===== src/rtl/csrbrg_burst_if.sv =====
// Wishbone slave-side signal bundle for the CSR bridge.
interface csrbrg_burst_if;
    logic [31:0] wb_adr_i;
    logic [31:0] wb_dat_i;
    logic [31:0] wb_dat_o;
    logic [3:0]  wb_sel_i;
    logic [2:0]  wb_cti_i;
    logic        wb_we_i;
    logic        wb_cyc_i;
    logic        wb_stb_i;
    logic        wb_ack_o;

    modport master (
        output wb_adr_i, wb_dat_i, wb_sel_i, wb_cti_i, wb_we_i, wb_cyc_i, wb_stb_i,
        input  wb_dat_o, wb_ack_o
    );

    modport slave (
        input  wb_adr_i, wb_dat_i, wb_sel_i, wb_cti_i, wb_we_i, wb_cyc_i, wb_stb_i,
        output wb_dat_o, wb_ack_o
    );
endinterface


===== src/rtl/csrbrg_burst.sv =====
// Wishbone classic slave to CSR bus bridge with fixed-latency reads.
// Define CSRBRG_BURST_EN to pipeline incrementing (cti=010) read bursts.
module csrbrg_burst #(
    parameter int unsigned READ_LATENCY = 1,
    parameter int unsigned CSR_AW       = 14
) (
    input  logic              sys_clk,
    input  logic              sys_rst,
    csrbrg_burst_if.slave     wb,
    output logic [CSR_AW-1:0] csr_a,
    output logic              csr_we,
    output logic [31:0]       csr_do,
    input  logic [31:0]       csr_di
);

    localparam logic [2:0] ST_IDLE  = 3'd0;
    localparam logic [2:0] ST_WRITE = 3'd1;
    localparam logic [2:0] ST_READ  = 3'd2;
    localparam logic [2:0] ST_ACK   = 3'd3;
`ifdef CSRBRG_BURST_EN
    localparam logic [2:0] ST_BURST = 3'd4;
`endif

    logic [2:0] state;
    logic [2:0] rd_cnt;
`ifdef CSRBRG_BURST_EN
    // bit i set: the address presented i cycles ago is still in flight
    logic [READ_LATENCY:0] vld;
`endif

    // Byte-lane and out-of-window address bits are decoded by the interconnect.
    logic unused_bits;
    assign unused_bits = ^{wb.wb_adr_i[31:CSR_AW+2], wb.wb_adr_i[1:0], wb.wb_cti_i};

    always_ff @(posedge sys_clk) begin
        if (sys_rst) begin
            state       <= ST_IDLE;
            rd_cnt      <= '0;
            wb.wb_ack_o <= 1'b0;
            wb.wb_dat_o <= '0;
            csr_a       <= '0;
            csr_we      <= 1'b0;
            csr_do      <= '0;
`ifdef CSRBRG_BURST_EN
            vld         <= '0;
`endif
        end else begin
            csr_we      <= 1'b0;
            wb.wb_ack_o <= 1'b0;
            case (state)
                ST_IDLE: begin
                    if (wb.wb_cyc_i && wb.wb_stb_i) begin
                        csr_a <= wb.wb_adr_i[CSR_AW+1:2];
                        if (wb.wb_we_i) begin
                            // Partial-select writes are acked but never reach the CSR bus.
                            csr_do      <= wb.wb_dat_i;
                            csr_we      <= (wb.wb_sel_i == 4'hF);
                            wb.wb_ack_o <= 1'b1;
                            state       <= ST_WRITE;
`ifdef CSRBRG_BURST_EN
                        end else if (wb.wb_cti_i == 3'b010) begin
                            vld   <= {{READ_LATENCY{1'b0}}, 1'b1};
                            state <= ST_BURST;
`endif
                        end else begin
                            rd_cnt <= 3'(READ_LATENCY);
                            state  <= ST_READ;
                        end
                    end
                end
                ST_WRITE: state <= ST_IDLE;
                ST_READ: begin
                    if (!wb.wb_cyc_i) begin
                        state <= ST_IDLE;
                    end else if (rd_cnt == 3'd0) begin
                        wb.wb_dat_o <= csr_di;
                        wb.wb_ack_o <= 1'b1;
                        state       <= ST_ACK;
                    end else begin
                        rd_cnt <= rd_cnt - 3'd1;
                    end
                end
                ST_ACK: state <= ST_IDLE;
`ifdef CSRBRG_BURST_EN
                ST_BURST: begin
                    // Last beat acked or master gone: drop everything still in flight.
                    if (!wb.wb_cyc_i || (wb.wb_ack_o && wb.wb_cti_i != 3'b010)) begin
                        vld   <= '0;
                        state <= ST_IDLE;
                    end else begin
                        csr_a <= csr_a + CSR_AW'(1);
                        vld   <= {vld[READ_LATENCY-1:0], 1'b1};
                        if (vld[READ_LATENCY]) begin
                            wb.wb_dat_o <= csr_di;
                            wb.wb_ack_o <= 1'b1;
                        end
                    end
                end
`endif
                default: state <= ST_IDLE;
            endcase
        end
    end

endmodule

===== src/flat_wrapper.sv =====
// flat-port wrapper written by rule: the top's interface ports become plain ports
module csrbrg_burst_flat 
#(
    parameter int unsigned READ_LATENCY = 1,
    parameter int unsigned CSR_AW       = 14
)
  (sys_clk, sys_rst, csr_a, csr_we, csr_do, csr_di, wb_wb_adr_i, wb_wb_dat_i, wb_wb_sel_i, wb_wb_cti_i, wb_wb_we_i, wb_wb_cyc_i, wb_wb_stb_i, wb_wb_dat_o, wb_wb_ack_o);
  csrbrg_burst_if wb_i ();
  input  logic sys_clk;
  input  logic sys_rst;
  output logic [CSR_AW-1:0] csr_a;
  output logic csr_we;
  output logic [31:0] csr_do;
  input  logic [31:0] csr_di;
  input wire logic [$bits(wb_i.wb_adr_i)-1:0] wb_wb_adr_i;
  input wire logic [$bits(wb_i.wb_dat_i)-1:0] wb_wb_dat_i;
  input wire logic [$bits(wb_i.wb_sel_i)-1:0] wb_wb_sel_i;
  input wire logic [$bits(wb_i.wb_cti_i)-1:0] wb_wb_cti_i;
  input wire logic [$bits(wb_i.wb_we_i)-1:0] wb_wb_we_i;
  input wire logic [$bits(wb_i.wb_cyc_i)-1:0] wb_wb_cyc_i;
  input wire logic [$bits(wb_i.wb_stb_i)-1:0] wb_wb_stb_i;
  output wire logic [$bits(wb_i.wb_dat_o)-1:0] wb_wb_dat_o;
  output wire logic [$bits(wb_i.wb_ack_o)-1:0] wb_wb_ack_o;
  assign wb_i.wb_adr_i = wb_wb_adr_i;
  assign wb_i.wb_dat_i = wb_wb_dat_i;
  assign wb_i.wb_sel_i = wb_wb_sel_i;
  assign wb_i.wb_cti_i = wb_wb_cti_i;
  assign wb_i.wb_we_i = wb_wb_we_i;
  assign wb_i.wb_cyc_i = wb_wb_cyc_i;
  assign wb_i.wb_stb_i = wb_wb_stb_i;
  assign wb_wb_dat_o = wb_i.wb_dat_o;
  assign wb_wb_ack_o = wb_i.wb_ack_o;
  csrbrg_burst #(.READ_LATENCY(READ_LATENCY), .CSR_AW(CSR_AW)) u_core (.sys_clk(sys_clk), .sys_rst(sys_rst), .wb(wb_i), .csr_a(csr_a), .csr_we(csr_we), .csr_do(csr_do), .csr_di(csr_di));
endmodule

===== config.mk =====
export PLATFORM = sky130hd
export DESIGN_NAME = csrbrg_burst_flat
export DESIGN_NICKNAME = d
export VERILOG_FILES = /design/src/rtl/csrbrg_burst_if.sv /design/src/rtl/csrbrg_burst.sv /design/src/flat_wrapper.sv
export SDC_FILE = /design/constraint.sdc
export NUM_CORES = 1
export LEC_CHECK = 0
export ABC_AREA = 0
export CAP_MARGIN = 20
export CORE_MARGIN = 2
export CORE_UTILIZATION = 24
export CTS_BUF_LIST = sky130_fd_sc_hd__clkbuf_8
export DETAILED_ROUTE_END_ITERATION = 12
export MAX_ROUTING_LAYER = met4
export SLEW_MARGIN = 30
export SYNTH_ARGS = -nofsm -noshare
export SYNTH_HDL_FRONTEND = slang
export SYNTH_SLANG_ARGS = --single-unit

===== constraint.sdc =====
create_clock -name sys_clk -period 1.8 [get_ports sys_clk]
set_clock_uncertainty 0.05 [all_clocks]
set_input_delay 0.36 -clock sys_clk [delete_from_list [all_inputs] [get_ports sys_clk]]
set_output_delay 0.36 -clock sys_clk [all_outputs]
set_load 0.005 [all_outputs]

# [Word level (Yosys, flattened, before mapping)]
# Cells that the tools add are included.
[totals] in_bits=108 register_bits=86 elab_cells=43
[op_classes] mux=15 n_reduce_logical=10 eq_ne=7 n_addsub=1 bitwise_logic=3
[ops] op="two-way mux 3 bit" count=7
[ops] op="case mux 3 bit (2 select lines)" count=2
[ops] op="zero test 3 bit" count=2
[ops] op="inequality test 2 bit, second input constant" count=3
[ops] op="AND reduction 3 bit" count=2
[ops] op="AND reduction 5 bit" count=1
[ops] op="equality test 4 bit, second input constant" count=1
[ops] op="two-way mux 1 bit" count=4
[ops] op="AND reduction 2 bit" count=2
[ops] op="OR reduction 4 bit" count=1
[ops] op="equality test 3 x 2 -> 1 bit, second input constant" count=1
[ops] op="inequality test 3 x 2 -> 1 bit, second input constant" count=1
[ops] op="NOT 1 bit" count=3
[ops] op="subtractor 3 x 1 -> 3 bit, second input constant" count=1
[ops] op="two-way mux 2 bit" count=1
[ops] op="inequality test 2 x 1 -> 1 bit, second input constant" count=1
[ops] op="case mux 1 bit (2 select lines)" count=1
[ops] op="nonzero test 2 bit" count=1
[ops] op="logical AND 1 bit" count=1

# [Logic depth before layout (Yosys ltp)]
[logic_depth] word_depth=4 mapped_depth=8 depth_no_buf=6

# [Least setup slack after synthesis]
# Ideal clock, no wire load.
[synth_path] path_type="register to register" start="register u_core.rd_cnt[0]" end="register u_core.wb.wb_dat_o[13]" path_stages_with_launch=9 path_slack_ns=0.198 arrival_time_ns=1.419 period_less_slack_ns=1.602 setup_time_ns=0.132 cell_sequence="dfxtp_1 -> inv_1 -> ha_1 -> ha_1 -> and4b_2 -> clkbuf_1 -> buf_2 -> nand2_1 -> a21oi_1"
[synth_via] elab_chain_cells=2
[synth_rtl] element="from (decl)" line_no="csrbrg_burst.sv:25" rtl="logic [2:0] rd_cnt;"
[synth_rtl] element="from (signal assigned)" line_no="csrbrg_burst.sv:66" rtl="rd_cnt <= 3'(READ_LATENCY);"
[synth_rtl] element="from (signal assigned)" line_no="csrbrg_burst.sv:80" rtl="rd_cnt <= rd_cnt - 3'd1;"
[synth_rtl] element="zero test 3 bit" line_no="csrbrg_burst.sv:75" rtl="end else if (rd_cnt == 3'd0) begin"
[synth_rtl] element="AND reduction 3 bit (no source line)"
[synth_rtl] element="to (signal assigned)" line_no="csrbrg_burst.sv:76" rtl="wb.wb_dat_o <= csr_di;"
[synth_rtl] element="to (decl)" line_no="csrbrg_burst_if.sv:20" rtl="output wb_dat_o, wb_ack_o"
# No other way between the ends.
# A chain may end at the register's enable or synchronous reset.

# [Worst setup path after layout]
[layout_path] start="register u_core.rd_cnt[0]" end="register u_core.rd_cnt[0]"
[layout_via] elab_chain_cells=4
[layout_rtl] element="subtractor 3 x 1 -> 3 bit" line_no="csrbrg_burst.sv:80"
[layout_rtl] element="two-way mux 3 bit" line_no="csrbrg_burst.sv:75"
[layout_rtl] element="two-way mux 3 bit" line_no="csrbrg_burst.sv:73" rtl="if (!wb.wb_cyc_i) begin"
[layout_rtl] element="case mux 3 bit (2 select lines)" line_no="csrbrg_burst.sv:50" rtl="case (state)"
# Parallel ways exist; a longest one is shown, timed or not. The select of a mux whose other input is x is not followed.

==> implementation parameters <==
Parameter                              Value

Status
  Status    completed

Finish
  Number of nets at the end of the flow    654
  Area growth from synthesis to layout    66.6%
  Number of antenna repair diodes    0
  Final core utilization    0.405
  Ratio of cells with drive above 1 in the final layout    0.0712
  Number of inserted filler cells in the final layout    1304

STA
  RSZ-0062 raised after global routing    false
  Final count of hold timing violations    0
  Post-Route Setup TNS    0 ps
  Post-route fraction of the period consumed by the critical path    0.922
  Relative max-transition margin    0.718
  Maximum achievable frequency    603 MHz
  Clock period minus worst slack    1660 ps
  Final hold slack    382 ps
  Slew Limit Fails    0
  Worst-margin pin slew    423 ps
  Post-route setup slack    141 ps
  # setup viols final    0

Floorplan
  Effective utilization at floorplan    0.243
  Die height    119 um
  Row count    42
  Core area    13100 um^2
  Die Outline Area    14200 um^2
  Ports    188
  Die outline width    119 um

Critical path
  Maximum fanout encountered on the critical timing path    5
  Combined buffer and inverter count along the critical path    1
  Type of origin of the critical path    register
  Top cell by count, worst path    sky130_fd_sc_hd__ha_1
  Required time of the critical path    2060 ps
  Critical path, cell by cell    inv_1, ha_1, ha_1, or2b_1, a2111oi_4, a31o_1
  FF-to-FF Start    u_core.rd_cnt[0]
  Cell type of the slowest stage on the worst timing path    sky130_fd_sc_hd__dfxtp_2
  Max stage delay on crit path    370 ps
  Data arrival time at the worst-slack endpoint    1920 ps
  Critical Path End Type    register
  Dominant delay contributor by cell family on the critical path    adder cells
  Beginning of the critical path    u_core.rd_cnt[0]
  Worst Path Class, Setup    reg -> reg

Run
  Max-cap viol count    0

GRT
  GRT Resource Usage Total    0.148
  Number of antenna violations at the first check in global routing    0
  Pin count of the biggest net entering global routing    37
  First-pass GRT wire length    16200 um
  Total congestion overflow after global routing    0
  Via count of the first global-routing pass    3200

Placed design
  Global placer's final weighted congestion    0.801
  Worst slack at placement    -108 ps
  Count of port buffers added during placement    166
  Post-DP HPWL    7130 um

Yosys
  Most frequently used flop master after synthesis    sky130_fd_sc_hd__dfxtp_1
  Commonest cells in the netlist    sky130_fd_sc_hd__nand2_1, sky130_fd_sc_hd__dfxtp_1, sky130_fd_sc_hd__a21oi_1, sky130_fd_sc_hd__nand3_1, sky130_fd_sc_hd__o21ai_0
  Syn Area/Cell    8.22 um^2
  Portion of the post-synthesis area used by sequential elements    0.535
  Top cells by area in the synthesized netlist    sky130_fd_sc_hd__dfxtp_1, sky130_fd_sc_hd__a21oi_1, sky130_fd_sc_hd__nand2_1
  Leading area contributor after synthesis    sky130_fd_sc_hd__dfxtp_1
  Combined area of all synthesized cells    3180 um^2
  Net Count, Synth    497
  Register bit count reported by yosys    85
  Synthesized instance count    387
  Number of enable flip-flop cells after synthesis    0
  Async SR Flop Fraction    0
  Yosys top cell area share    0.535
  Synthesis warning total    0
  Library cells used by synthesis    28
  Count leader, synth    sky130_fd_sc_hd__nand2_1

Clock tree
  Number of buffers inserted to repair setup after CTS    0
  Count of cells resized by post-cts repair    0
  Buffer levels on the longest clock path    2
  Clock insertion delay at the later pin of the skew report    360 ps
  Count of H-tree levels built during CTS    3
  Clock tree from TritonCTS    done
  Number of buffers inserted for hold repair after clock tree synthesis    0
  Number of buffers inserted during clock tree synthesis    9
  CTS clock-pin slew for the worst setup and hold paths    90 ps
  Root Buffer    sky130_fd_sc_hd__clkbuf_8
  Sink Count    85

Drt
  Iteration-0 DRC Markers    119
  Detailed-router iteration count before antenna repair    4
  WL per Instance    14.0 um
  Final wirelength    10100 um
  Via-per-instance ratio    4.44
  DRC errors left    0
  Detail Route Antenna Nets    0
  Vias after detailed routing    3214

Power
  Tot Pwr    3.78 mW
  Power per Cell Area    712 nW/um^2
  IR Drop Worst-Case VDD    0.338 mV
  Leakage dissipation    1.77 nW

Worst hold path
  Hold Path Class    in -> reg
  Hold_sp    sys_rst
## final cells by class
class | instances | area (um^2) | area share
Clock inverter | 3 | 20.0 | 0.00378
Multi-Input combinational cell | 262 | 1320 | 0.249
Timing Repair Buffer | 181 | 1860 | 0.350
Tap cell | 176 | 220 | 0.0415
Sequential cell | 85 | 1700 | 0.321
Inverter | 5 | 18.8 | 0.00354
Clock buffer | 12 | 165 | 0.0311
## logic make-up (layout without fill, tap and decap cells)
group | Yosys count | after routing | synth area share
buf+inv | 40 | 201 | 0.0578
flops | 85 | 85 | 0.535
fa+ha+maj | 2 | 2 | 0.00786
simple gates | 142 | 142 | 0.203
compound gates | 118 | 118 | 0.197
## path summary, 6_finish.rpt
| path | slack, ps | to | cells after the start |
|---|---|---|---|
| worst max-delay path | 140 | u_core.rd_cnt[0] | 6 |
| worst min-delay path | 380 | u_core.wb.wb_dat_o[14] | 2 |
| worst max register to register | 140 | u_core.rd_cnt[0] | 6 |
| worst min register to register | 400 | u_core.csr_a[0] | 2 |
## sequential cells by signal, summed over array words and instances (netlist names)
name,count
u_core.csr_do,32
u_core.state,2
u_core.wb.wb_dat_o,32
u_core.csr_a,14
u_core.wb.wb_ack_o,1
u_core.rd_cnt,3
u_core.csr_we,1
## per-stage QoR
step	instance area (um^2)	cells
floorplan	3180	387
global placement	5100	709
detailed placement	5100	709
CTS	5290	724
global route	5300	724
finish	5300	724
## placed cells by master, fill, tap and decap left out, types with 2 or more instances in the layout
master,synthesis,layout
sky130_fd_sc_hd__buf_12,0,7
sky130_fd_sc_hd__nand3_1,32,32
sky130_fd_sc_hd__nand2b_1,3,3
sky130_fd_sc_hd__nand2_1,93,93
sky130_fd_sc_hd__o32a_1,2,2
sky130_fd_sc_hd__buf_4,3,8
sky130_fd_sc_hd__dfxtp_1,85,84
sky130_fd_sc_hd__inv_1,5,5
sky130_fd_sc_hd__ha_1,2,2
sky130_fd_sc_hd__o21ai_1,3,3
sky130_fd_sc_hd__o21ai_0,31,31
sky130_fd_sc_hd__clkdlybuf4s50_1,0,165
sky130_fd_sc_hd__nor3_1,3,3
sky130_fd_sc_hd__a21oi_1,80,80
sky130_fd_sc_hd__clkbuf_8,0,12
sky130_fd_sc_hd__clkinvlp_4,0,2
## worst reg2reg max path, cell delays in order (launching register included)
cell,delay (ps)
sky130_fd_sc_hd__dfxtp_2,370
sky130_fd_sc_hd__inv_1,50
sky130_fd_sc_hd__ha_1,190
sky130_fd_sc_hd__ha_1,240
sky130_fd_sc_hd__or2b_1,290
sky130_fd_sc_hd__a2111oi_4,300
sky130_fd_sc_hd__a31o_1,130
## power by group
part | total (mW) | leakage (nW) | switching [mW] | internal (mW)
Clock | 1.27 | 0.0905 | 0.668 | 0.604
Sequential | 1.96 | 0.689 | 0.0284 | 1.93
Combinational | 0.543 | 0.986 | 0.212 | 0.332
Total | 3.78 | 1.77 | 0.908 | 2.87
## metal layers
layer	GRT usage	vias to the layer above	wire, um
met5	-	-	0
met4	0.0432	0	102
met3	0.0541	7	793
met2	0.235	121	4820
met1	0.175	1463	4420
li1	-	1623	-
No activity file was read; power rests on OpenSTA's default activity.
